$ cat config.mk
export PLATFORM = sky130hd
export DESIGN_NAME = avalonmm_arbiter_flat
export DESIGN_NICKNAME = d
export VERILOG_FILES = /design/src/rtl/avalonmm_arbiter_if.sv /design/src/rtl/avalonmm_arbiter.sv /design/src/flat_wrapper.sv
export SDC_FILE = /design/constraint.sdc
export NUM_CORES = 1
export LEC_CHECK = 0
export ABC_AREA = 1
export CAP_MARGIN = 20
export CORE_MARGIN = 2
export CORE_UTILIZATION = 36
export CTS_CLUSTER_DIAMETER = 120
export DETAILED_ROUTE_END_ITERATION = 12
export SYNTH_ARGS = -nofsm -noshare
export SYNTH_HDL_FRONTEND = slang
export SYNTH_SLANG_ARGS = --single-unit
export TNS_END_PERCENT = 30
$ cat constraint.sdc
create_clock -name clk -period 2.5 [get_ports clk]
set_input_delay 0.625 -clock clk [delete_from_list [all_inputs] [get_ports clk]]
set_output_delay 0.625 -clock clk [all_outputs]
set_load 0.02 [all_outputs]
$ cat src/rtl/avalonmm_arbiter_if.sv
// Command/status bundle between the two raw Avalon-MM masters, the shared slave
// and the arbiter that sequences ownership of the multiplexer.
interface avalonmm_arbiter_if;
  logic avalonm0_read;
  logic avalonm0_write;
  logic avalonm1_read;
  logic avalonm1_write;
  logic avalonm_out_waitrequest;
  logic avalonm_out_readdatavalid;
  logic select;
  logic stall0;
  logic stall1;
  logic pend_err;

  // Arbiter side: consumes strobes and slave status, produces mux controls.
  modport slave (
    input  avalonm0_read,
    input  avalonm0_write,
    input  avalonm1_read,
    input  avalonm1_write,
    input  avalonm_out_waitrequest,
    input  avalonm_out_readdatavalid,
    output select,
    output stall0,
    output stall1,
    output pend_err
  );

  // Environment side: masters and slave driving strobes, observing the controls.
  modport master (
    output avalonm0_read,
    output avalonm0_write,
    output avalonm1_read,
    output avalonm1_write,
    output avalonm_out_waitrequest,
    output avalonm_out_readdatavalid,
    input  select,
    input  stall0,
    input  stall1,
    input  pend_err
  );
endinterface

$ cat src/rtl/avalonmm_arbiter.sv
// Round-robin, quantum-limited ownership sequencer for a two-master Avalon-MM mux.
// Ownership only moves at command boundaries and after all reads of the old owner return.
module avalonmm_arbiter #(
  parameter int unsigned QUANTUM = 16,
  parameter int unsigned PEND_W  = 4
) (
  input  logic             clk,
  input  logic             reset_n,
  avalonmm_arbiter_if.slave bus
);

  typedef enum logic [1:0] {
    IDLE  = 2'd0,
    OWN0  = 2'd1,
    OWN1  = 2'd2,
    DRAIN = 2'd3
  } state_t;

  localparam logic [7:0]        QMAX     = 8'(QUANTUM);
  localparam logic [PEND_W-1:0] PEND_MAX = '1;

  state_t            r_state;
  state_t            w_state_next;
  logic              r_select;
  logic              r_last;
  logic              r_stall0;
  logic              r_stall1;
  logic              r_pend_err;
  logic [7:0]        r_qcnt;
  logic [PEND_W-1:0] r_pend;

  logic [1:0]        w_rd;
  logic [1:0]        w_wr;
  logic [1:0]        w_req;
  logic              w_req_own;
  logic              w_req_oth;
  logic              w_rd_own;
  logic              w_stall_own;
  logic              w_acc;
  logic              w_rd_acc;
  logic [7:0]        w_qcnt_inc;
  logic [7:0]        w_qcnt_eff;
  logic [PEND_W-1:0] w_pend_next;
  logic              w_pend_err_next;
  logic              w_grant;
  logic              w_grant_to;

  assign w_rd = {bus.avalonm1_read,  bus.avalonm0_read};
  assign w_wr = {bus.avalonm1_write, bus.avalonm0_write};

  for (genvar gi = 0; gi < 2; gi++) begin : g_req
    assign w_req[gi] = w_rd[gi] | w_wr[gi];
  end

  // The owner is whoever the mux currently selects, even while draining.
  assign w_req_own   = w_req[r_select];
  assign w_req_oth   = w_req[~r_select];
  assign w_rd_own    = w_rd[r_select];
  assign w_stall_own = r_select ? r_stall1 : r_stall0;
  assign w_acc       = w_req_own & ~bus.avalonm_out_waitrequest & ~w_stall_own;
  assign w_rd_acc    = w_acc & w_rd_own;

  assign w_qcnt_inc = (r_qcnt >= QMAX) ? r_qcnt : r_qcnt + 8'd1;
  assign w_qcnt_eff = w_acc ? w_qcnt_inc : r_qcnt;

  // Outstanding-read tracking; misuse saturates the count and latches the error.
  always_comb begin
    w_pend_next     = r_pend;
    w_pend_err_next = r_pend_err;
    case ({w_rd_acc, bus.avalonm_out_readdatavalid})
      2'b10: begin
        if (r_pend == PEND_MAX) w_pend_err_next = 1'b1;
        else                    w_pend_next     = r_pend + 1'b1;
      end
      2'b01: begin
        if (r_pend == '0) w_pend_err_next = 1'b1;
        else              w_pend_next     = r_pend - 1'b1;
      end
      default: ;
    endcase
  end

  always_comb begin
    w_state_next = r_state;
    w_grant      = 1'b0;
    w_grant_to   = r_select;
    case (r_state)
      IDLE: begin
        // With both requesting, the master that was not granted last wins.
        if (w_req[0] && (!w_req[1] || r_last)) begin
          w_grant    = 1'b1;
          w_grant_to = 1'b0;
        end else if (w_req[1]) begin
          w_grant    = 1'b1;
          w_grant_to = 1'b1;
        end
      end
      OWN0, OWN1: begin
        // An acceptance is required unless the owner is idle, so a command
        // held under waitrequest can never be cut.
        if (w_req_oth && (!w_req_own || (w_acc && (w_qcnt_eff >= QMAX))))
          w_state_next = DRAIN;
      end
      DRAIN: begin
        if (w_pend_next == '0) begin
          w_grant    = 1'b1;
          w_grant_to = ~r_select;
        end
      end
      default: w_state_next = IDLE;
    endcase
    if (w_grant) w_state_next = w_grant_to ? OWN1 : OWN0;
  end

  always_ff @(posedge clk or negedge reset_n) begin
    if (!reset_n) begin
      r_state    <= IDLE;
      r_select   <= 1'b0;
      r_last     <= 1'b1;
      r_stall0   <= 1'b1;
      r_stall1   <= 1'b1;
      r_qcnt     <= 8'd0;
      r_pend     <= '0;
      r_pend_err <= 1'b0;
    end else begin
      r_state    <= w_state_next;
      r_stall0   <= (w_state_next != OWN0);
      r_stall1   <= (w_state_next != OWN1);
      r_pend     <= w_pend_next;
      r_pend_err <= w_pend_err_next;
      if (w_grant) begin
        r_select <= w_grant_to;
        r_last   <= w_grant_to;
        r_qcnt   <= 8'd0;
      end else begin
        r_qcnt   <= w_qcnt_eff;
      end
    end
  end

  assign bus.select   = r_select;
  assign bus.stall0   = r_stall0;
  assign bus.stall1   = r_stall1;
  assign bus.pend_err = r_pend_err;

endmodule
$ cat src/flat_wrapper.sv
// flat-port wrapper written by rule: the top's interface ports become plain ports
module avalonmm_arbiter_flat 
#(
  parameter int unsigned QUANTUM = 16,
  parameter int unsigned PEND_W  = 4
)
  (clk, reset_n, bus_avalonm0_read, bus_avalonm0_write, bus_avalonm1_read, bus_avalonm1_write, bus_avalonm_out_waitrequest, bus_avalonm_out_readdatavalid, bus_select, bus_stall0, bus_stall1, bus_pend_err);
  avalonmm_arbiter_if bus_i ();
  input  logic clk;
  input  logic reset_n;
  input wire logic [$bits(bus_i.avalonm0_read)-1:0] bus_avalonm0_read;
  input wire logic [$bits(bus_i.avalonm0_write)-1:0] bus_avalonm0_write;
  input wire logic [$bits(bus_i.avalonm1_read)-1:0] bus_avalonm1_read;
  input wire logic [$bits(bus_i.avalonm1_write)-1:0] bus_avalonm1_write;
  input wire logic [$bits(bus_i.avalonm_out_waitrequest)-1:0] bus_avalonm_out_waitrequest;
  input wire logic [$bits(bus_i.avalonm_out_readdatavalid)-1:0] bus_avalonm_out_readdatavalid;
  output wire logic [$bits(bus_i.select)-1:0] bus_select;
  output wire logic [$bits(bus_i.stall0)-1:0] bus_stall0;
  output wire logic [$bits(bus_i.stall1)-1:0] bus_stall1;
  output wire logic [$bits(bus_i.pend_err)-1:0] bus_pend_err;
  assign bus_i.avalonm0_read = bus_avalonm0_read;
  assign bus_i.avalonm0_write = bus_avalonm0_write;
  assign bus_i.avalonm1_read = bus_avalonm1_read;
  assign bus_i.avalonm1_write = bus_avalonm1_write;
  assign bus_i.avalonm_out_waitrequest = bus_avalonm_out_waitrequest;
  assign bus_i.avalonm_out_readdatavalid = bus_avalonm_out_readdatavalid;
  assign bus_select = bus_i.select;
  assign bus_stall0 = bus_i.stall0;
  assign bus_stall1 = bus_i.stall1;
  assign bus_pend_err = bus_i.pend_err;
  avalonmm_arbiter #(.QUANTUM(QUANTUM), .PEND_W(PEND_W)) u_core (.clk(clk), .reset_n(reset_n), .bus(bus_i));
endmodule
Yosys cells after proc, flatten, opt, wreduce, memory -nomap -nowiden
Cells that the tools add are included.

Add/subtract/negate cells: 3. $lt $le $gt $ge: 4. Eq/ne operators: 10. Multiplexer cells: 28. Bitwise logic cells: 8. Reductions and logical operators: 13.

Operator list (count): $mux W8 (3); $ge A8 B5 Y1 const B (2); $mux W1 (15); $add A8 B1 Y8 const B (1); $logic_not A4 Y1 (2); $mux W2 (4); $mux W4 (2); $pmux W4 S2 (1); $eq A2 B2 Y1 const B (3); $ne A2 B1 Y1 const B (3); $pmux W1 S2 (3); $add A4 B1 Y4 const B (1); $eq A2 B1 Y1 const B (2); $eq A4 B4 Y1 const B (1); $lt A1 B2 Y1 const B (2); $sub A4 B1 Y4 const B (1); $and A1 B1 Y1 (3); $logic_and A1 B1 Y1 (3); $not A1 Y1 (3); $reduce_and A3 Y1 (1); $logic_not A1 Y1 (2); $logic_not A2 Y1 (1); $logic_or A1 B1 Y1 (2); $ne A2 B2 Y1 const B (1); other kinds (3) (4).

Register bits after elaboration: 19. Logic and storage cells: 74.

Longest topological paths before layout
Gate-level depths: netlist (run 1).

Word-level depth: 14. Gate-level depth with buffers: 19.

Worst setup path before layout (run 1)
OpenSTA, ideal clock, no wires.

Kind: input-to-reg. Start point: input bus_avalonm1_write. End point: register u_core.r_select, in the netlist u_core.bus.select. Arrival time: 2.588 ns. Required time: 2.423 ns. Setup slack: -0.165 ns. Stages on the path: 16. Path buffers: 0. Cells stage by stage: inv_1 > nand2_1 > o22ai_1 > nor2_1 > inv_1 > nor3_1 > ha_1 > inv_1 > nand3_1 > nand2_1 > nand2_2 > nor2_8 > nand4_4 > a21oi_4 > nand2_2 > o21ai_1.

Word-level cells in the longest chain between the ends: 11.

Ends and longest elaborated chain: start, declared (RTL line flat_wrapper.sv:14) `input wire logic [$bits(bus_i.avalonm1_write)-1:0] bus_avalonm1_write;`; $or A1 B1 Y1 * (RTL line avalonmm_arbiter.sv:52) `assign w_req[gi] = w_rd[gi] | w_wr[gi];`; $mux W1 (implied by the code) * (2 in series) (RTL line avalonmm_arbiter.sv:56) `assign w_req_own = w_req[r_select];`; $and A1 B1 Y1 * (2 in series) (RTL line avalonmm_arbiter.sv:60) `assign w_acc = w_req_own & ~bus.avalonm_out_waitrequest & ~w_stall_own;`; $and A1 B1 Y1 * (RTL line avalonmm_arbiter.sv:61) `assign w_rd_acc = w_acc & w_rd_own;`; $eq A2 B1 Y1 or $eq A2 B2 Y1 (tied branches) (RTL line avalonmm_arbiter.sv:70) `case ({w_rd_acc, bus.avalonm_out_readdatavalid})`; $pmux W4 S2 * (RTL line avalonmm_arbiter.sv:70); via u_core.w_pend_next[1] (RTL line avalonmm_arbiter.sv:43) `logic [PEND_W-1:0] w_pend_next;`; $logic_not A4 Y1 * (RTL line avalonmm_arbiter.sv:105) `if (w_pend_next == '0) begin`; $mux W1 (RTL line avalonmm_arbiter.sv:105); $pmux W1 S2 (RTL line avalonmm_arbiter.sv:87) `case (r_state)`; end signal, assigned (RTL line avalonmm_arbiter.sv:132) `r_select <= w_grant_to;`; end, declared (RTL line avalonmm_arbiter.sv:24) `logic r_select;`.

Mark *: on every way through the listed nets, which the timed path passes. The rest lies on a longest branch. The select of a mux whose other input is x is not followed. A chain may end at the register's enable or synchronous reset.

Worst setup path after layout (run 1)
Start point: input bus_avalonm0_read. End point: register u_core.r_select, in the netlist u_core.bus.select.

Word-level cells in the longest chain between the ends: 11.

Ends and longest elaborated chain: start, declared (RTL line flat_wrapper.sv:11) `input wire logic [$bits(bus_i.avalonm0_read)-1:0] bus_avalonm0_read;`; $or A1 B1 Y1 (RTL line avalonmm_arbiter.sv:52); $mux W1 (implied by the code) (2 in series) (RTL line avalonmm_arbiter.sv:56); $and A1 B1 Y1 (2 in series) (RTL line avalonmm_arbiter.sv:60); $and A1 B1 Y1 * (RTL line avalonmm_arbiter.sv:61); $eq A2 B1 Y1 or $eq A2 B2 Y1 (tied branches) (RTL line avalonmm_arbiter.sv:70); $pmux W4 S2 * (RTL line avalonmm_arbiter.sv:70); via u_core.w_pend_next[1] (RTL line avalonmm_arbiter.sv:43); $logic_not A4 Y1 * (RTL line avalonmm_arbiter.sv:105); $mux W1 (RTL line avalonmm_arbiter.sv:105); $pmux W1 S2 (RTL line avalonmm_arbiter.sv:87).

Marks and branches as above.

==> metrics.txt, run 1 <==
status=completed; first-pass GRT wire length=4.92 mm; CTS clk-pin slew, worst paths=0.12 ns; synth top area cells=dfrtp_1 31%, nand2_1 10%, inv_1 7.8%; Syn-to-layout area delta=29.5%; largest net degree at the start of global routing=20; post-DP HPWL=2.18 mm; Clock Latency Late Sink=0.30 ns; Max Freq=405 MHz; min-delay worst type=reg -> reg; Synth Area per Inst=7.74 um^2; post-synthesis net count=183; Final #Nets=215; Setup Skew=0.00626 ns; CTS Hold Buffers Added=0; RR Startpoint=u_core.bus.select; antenna violations before repair=0; Mapped Area=1290 um^2; Post-synth ARST share=1.00; fill cell count=333; Post-synth EDFFs=0; endpoints failing setup=0; core area=3390 um^2; ys flop type=dfrtp_1; Initial Util=0.381; Syn Inst Count=167; Synth top area share=0.310; maxcap violations=0; root buf cell=clkbuf_4; CTS buffer count=3; CTS sink count=19; dominant cell type by area after synthesis=dfrtp_1; wire length per cell=10.9 um; Die Height=63.9 um; 1st-pass router iterations=4; Yosys cell types=31; Slew HR=0.729; DRC viols=0; Detail Route Antenna Nets=0; vias in the first global route=1,135; total power=1830 uW; final worst-path cycle share=0.987; CTS tree=done; Die X=63.9 um; Avg Vias per Cell=4.60; Reg2Reg Setup Slack=0.05 ns; share of layout cells above drive strength 1=0.303; RR Endpoint=u_core.bus.select; DRT Wirelength=2.66 mm; P_leak=0.000832 uW; Worst Path Arrival=2.68 ns; Hold Crit Start=u_core.bus.pend_err; required time of the critical path=2.71 ns; Final Critical Period=2.47 ns; Yosys Warn Count=0; Max Slew Vio Count=0; DRT iter0 DRCs=81; vias post-DR=1,123; utilization after layout=0.494; GP Congestion=0.809; die area=4090 um^2; Hold Violations, Final=0; CP Class=in -> reg; worst r2r path cells=15; total gr overflow=0; Worst Setup SP=bus_avalonm0_read; Least-Margin Pin Slew=0.403 ns; H-tree level count=1; CP Capture Type=flip-flop; Overall Global Routing Usage=0.152; ant diodes=0; Yosys reg bits=19; Worst Hold Endpoint=u_core.bus.pend_err; worst hold path depth=1; peak supply drop=573 uV; RSZ-0062 raised after global routing=true; Power Dens Cells=1090 nW/um^2; IO Port Bufs=11; num rows=21; CP max FO=8; CP Launch Type=input port; maximum clock path buffer count=2; Ports=12; register area share after synthesis=0.371
==> synthesized netlist by cell type (2+ instances only) <==
| master | instances |
|---|---|
| a21oi_1 | 4 |
| inv_1 | 27 |
| ha_1 | 8 |
| nor3_1 | 5 |
| inv_2 | 2 |
| dfstp_2 | 3 |
| nand2_1 | 35 |
| nand4_1 | 3 |
| nor2_1 | 14 |
| xor2_1 | 2 |
| nand3_1 | 17 |
| dfrtp_1 | 16 |
| o21ai_0 | 4 |
| or2_2 | 2 |
| nand3_2 | 3 |
| nand2_2 | 7 |
==> state kept, by name, indices dropped and copies added (netlist names) <==
name and count:
u_core.r_state 2, u_core.r_last 1, u_core.r_pend 4, u_core.bus.stall1 1, u_core.bus.stall0 1, u_core.bus.select 1, u_core.bus.pend_err 1, u_core.r_qcnt 8
==> critical path, cell delays in order <==
cell and delay, ns:
clkdlybuf4s15_1 0.18, or2_4 0.25, o22ai_4 0.12, nor2_2 0.06, inv_1 0.07, nor3_2 0.05, ha_1 0.33, inv_2 0.10
nand3_2 0.09, nand2_2 0.09, nand2_4 0.07, nor2_8 0.12, nand4_4 0.10, a21oi_4 0.23, buf_12 0.15, o21ai_2 0.05
==> worst max path at each step <==
stage | end | cells past startpoint
after floorplan | u_core.bus.select | 15
after global placement | u_core.bus.select | 18
after detailed placement | u_core.bus.select | 18
after CTS | u_core.bus.select | 17
after global routing | u_core.r_qcnt[0] | 15
final | u_core.bus.select | 16
==> metal layers <==
layer | vias up | GRT usage | routed length [um]
met1 | 510 | 0.191 | 1270
li1 | 592 | - | -
met5 | - | 0 | 0
met4 | 0 | 0.0571 | 45
met3 | 5 | 0.0211 | 59
met2 | 16 | 0.263 | 1290
==> placed cells by master, fill, tap and decap left out, types with 2 or more instances in the layout <==
master,synthesis,routed
nand2_1,35,30
inv_1,27,24
nand3_1,17,16
dfrtp_1,16,16
buf_4,0,15
nor2_1,14,12
nand2_2,7,11
ha_1,8,7
clkdlybuf4s50_1,0,6
inv_2,2,5
a21oi_1,4,4
nand3_2,3,4
o21ai_0,4,4
nor3_1,5,4
nor2_2,1,3
nand4_1,3,3
clkbuf_4,0,3
dfstp_2,3,3
nand2_4,1,2
xor2_1,2,2
clkdlybuf4s15_1,0,2
dlygate4sd2_1,0,2
==> where the power goes <==
part           internal (uW)  switching (uW)  total, uW
Sequential               432             114        546
Clock                   59.7             101        161
Combinational            480             640       1120
Total                    972             855       1830
==> area by class of cell <==
cell class / instances / area (um^2) / area share
multi-input combinational: 116 / 738 / 0.441
sequential: 19 / 479 / 0.286
timing repair buffer: 28 / 253 / 0.151
inverter: 31 / 119 / 0.0710
tap: 46 / 57.6 / 0.0344
clock buffer: 3 / 22.5 / 0.0135
clock inverter: 1 / 5.00 / 0.00299
==> what timing repair did <==
action,4_1_cts,5_1_grt
pin swaps,12,8
hold endpoints to repair,0,0
gates cloned,0,0
setup endpoints to repair,14,14
setup buffers,1,1
resized for setup,18,4
==> cells by family after synthesis <==
group / share of synthesized area
DFF: 0.371
AOI/OAI and AO/OA: 0.0765
xor gates and xnor gates: 0.0203
and+or+nand+nor: 0.354
adders and majority gates: 0.0774
buffers and inverters: 0.101
==> per-stage QoR <==
step	hold slack [ns]	setup TNS, ns	cells	worst slack (ns)	area (um^2)
global route	0.527	-1.12	244	-0.103	1670
finish	0.488	0	244	0.0325	1670
floorplan	0.329	-0.413	167	-0.0723	1310
detailed placement	0.463	-9.59	238	-0.676	1600
global placement	0.470	-8.41	238	-0.598	1600
CTS	0.491	0	243	0.00192	1660
Power figures use the tool's default switching activity.
==> run 2: changes to the inputs <==
--- a/config.mk
+++ b/config.mk
@@ -11,6 +11,7 @@
 export CORE_UTILIZATION = 36
 export CTS_CLUSTER_DIAMETER = 120
 export DETAILED_ROUTE_END_ITERATION = 12
+export SETUP_SLACK_MARGIN = 0.05
 export SYNTH_ARGS = -nofsm -noshare
 export SYNTH_HDL_FRONTEND = slang
 export SYNTH_SLANG_ARGS = --single-unit
==> run 2 against run 1 <==
Die area stayed put. Sequential power hardly changed. Register-to-register slack hardly changed. Largest cell class unchanged. Highest routed layer unchanged.
==> metrics.txt, run 2 (synthesis gave the netlist of run 1 again) <==
status=completed; CTS clk-pin slew, worst paths=0.12 ns; CP Launch Type=flip-flop; H-tree level count=1; share of layout cells above drive strength 1=0.320; final setup TNS=0 ns; vias in the first global route=1,141; first-pass GRT wire length=4.95 mm; P_sw=866 uW; largest net degree at the start of global routing=20; total power=1850 uW; Slew HR=0.728; Clock Power Share=0.087; post-DP HPWL=2.18 mm; Min Hold Slack=0.488 ns; Setup Skew=0.00690 ns; Detail Route Antenna Nets=0; CTS buffer count=3; Ports=12; biggest registers after layout=u_core.r_qcnt x8, u_core.r_pend x4, u_core.r_state x2; CTS tree=done; 1st-pass router iterations=4; Clock Latency Late Sink=0.31 ns; CP Capture Type=flip-flop; Biggest register=u_core.r_qcnt; maximum clock path buffer count=2; GP Congestion=0.809; Least-Margin Pin Slew=0.404 ns; peak supply drop=576 uV; Reg2Reg Setup Slack=0.06 ns; P_leak=0.000845 uW; Final #Nets=217; RSZ-0062 raised after global routing=true; Place WS=-0.676 ns; Max stage delay cell, worst path=dfrtp_2; required time of the critical path=2.71 ns; DRC viols=0; root buf cell=clkbuf_4; num rows=21; Initial Util=0.381; Max Freq=409 MHz; Avg Vias per Cell=4.67; DRT iter0 DRCs=68; DRT Wirelength=2.69 mm; CP peak stage delay=0.46 ns; ant diodes=0; maxcap violations=0; vias post-DR=1,148; Buf/Inv on CP=3; Internal=983 uW; switching part of the total=0.468; final worst-path cycle share=0.978; antenna violations before repair=0; Die Height=63.9 um; commonest cells after routing, fill and taps aside=30 x nand2_1, 25 x inv_1, 17 x buf_4; critical-path cell list=or2_4, o22ai_4, nor2_2, inv_1, nor3_2, ha_1, inv_2, nand3_2, nand2_2, nand2_4, nor2_8, nand4_4, a21oi_4, buf_12, o21ai_2; die area=4090 um^2; CP max FO=8; core area=3390 um^2; Comb pwr share=0.616; Crit path max-delay family=simple AND/OR/NAND/NOR gates; Overall Global Routing Usage=0.153; Die X=63.9 um; Power Dens Cells=1100 nW/um^2; share of power burned in registers=0.296; max FFs per register=8; Worst Setup Slack, final=0.0556 ns; CP Class=reg -> reg; wire length per cell=10.9 um; commonest non-fill, non-tap cell in the layout=nand2_1; CTS sink count=19; Syn-to-layout area delta=29.8%; endpoints failing setup=0; Hold Violations, Final=0; min-delay worst type=reg -> reg; total gr overflow=0; Max Slew Vio Count=0; Final Critical Period=2.44 ns; Worst Path Arrival=2.65 ns; IO Port Bufs=11
## run 2: worst paths after layout
check,end,cells after the start,start
max,u_core.bus.select,15,u_core.bus.select
min in group asynchronous,u_core.r_qcnt[6],2,reset_n
min,u_core.bus.pend_err,1,u_core.bus.pend_err
max reg2reg,u_core.bus.select,15,u_core.bus.select
min reg2reg,u_core.bus.pend_err,1,u_core.bus.pend_err
max in group asynchronous,u_core.bus.stall1,2,reset_n
## run 2: layer usage
metal | vias up | wire (um) | track usage
li1 | 597 | - | -
met1 | 530 | 1260 | 0.192
met4 | 0 | 45 | 0.0571
met3 | 5 | 64 | 0.0211
met5 | - | 0 | 0
met2 | 16 | 1310 | 0.264
## run 2: cell type report
class / count / area, um^2
multi-input cells: 116 / 738
repair buffers: 30 / 253
clock inverters: 1 / 5.00
fillers: 334 / 1710
clock buffers: 3 / 22.5
inverters: 31 / 121
well taps: 46 / 57.6
flip-flops and latches: 19 / 480
## run 2: stage by stage
step | util | cell area, um^2 | instances
floorplan | - | 1310 | 167
global placement | 0.471 | 1600 | 238
detailed placement | 0.471 | 1600 | 238
CTS | 0.487 | 1650 | 244
global route | 0.495 | 1680 | 246
finish | 0.495 | 1680 | 246
## run 2: what timing repair did
action                                  in CTS  in global routing
resized for setup                           23                  5
hold buffers                                 0                  0
hold endpoints to repair                     0                  0
setup buffers                                2                  2
endpoints found under the setup margin      14                 14
pin swaps                                   12                  6
## run 2: worst register-to-register path: cells and delay by family, from the launching register on
| kind | cells | cell delay, ns |
|---|---|---|
| compound gates | 3 | 0.41 |
| fa+ha+maj | 1 | 0.33 |
| buf+inv | 3 | 0.32 |
| flops | 1 | 0.46 |
| simple gates | 8 | 0.84 |
## run 2: power by group through the flow
| stage | Sequential, uW | Clock (uW) | Combinational, uW |
|---|---|---|---|
| after floorplan | 529 | 0 | 764 |
| after global placement | 545 | 0 | 1060 |
| after detailed placement | 550 | 0 | 1080 |
| after CTS | 545 | 169 | 1120 |
| after global routing | 565 | 181 | 1290 |
| final | 548 | 161 | 1140 |
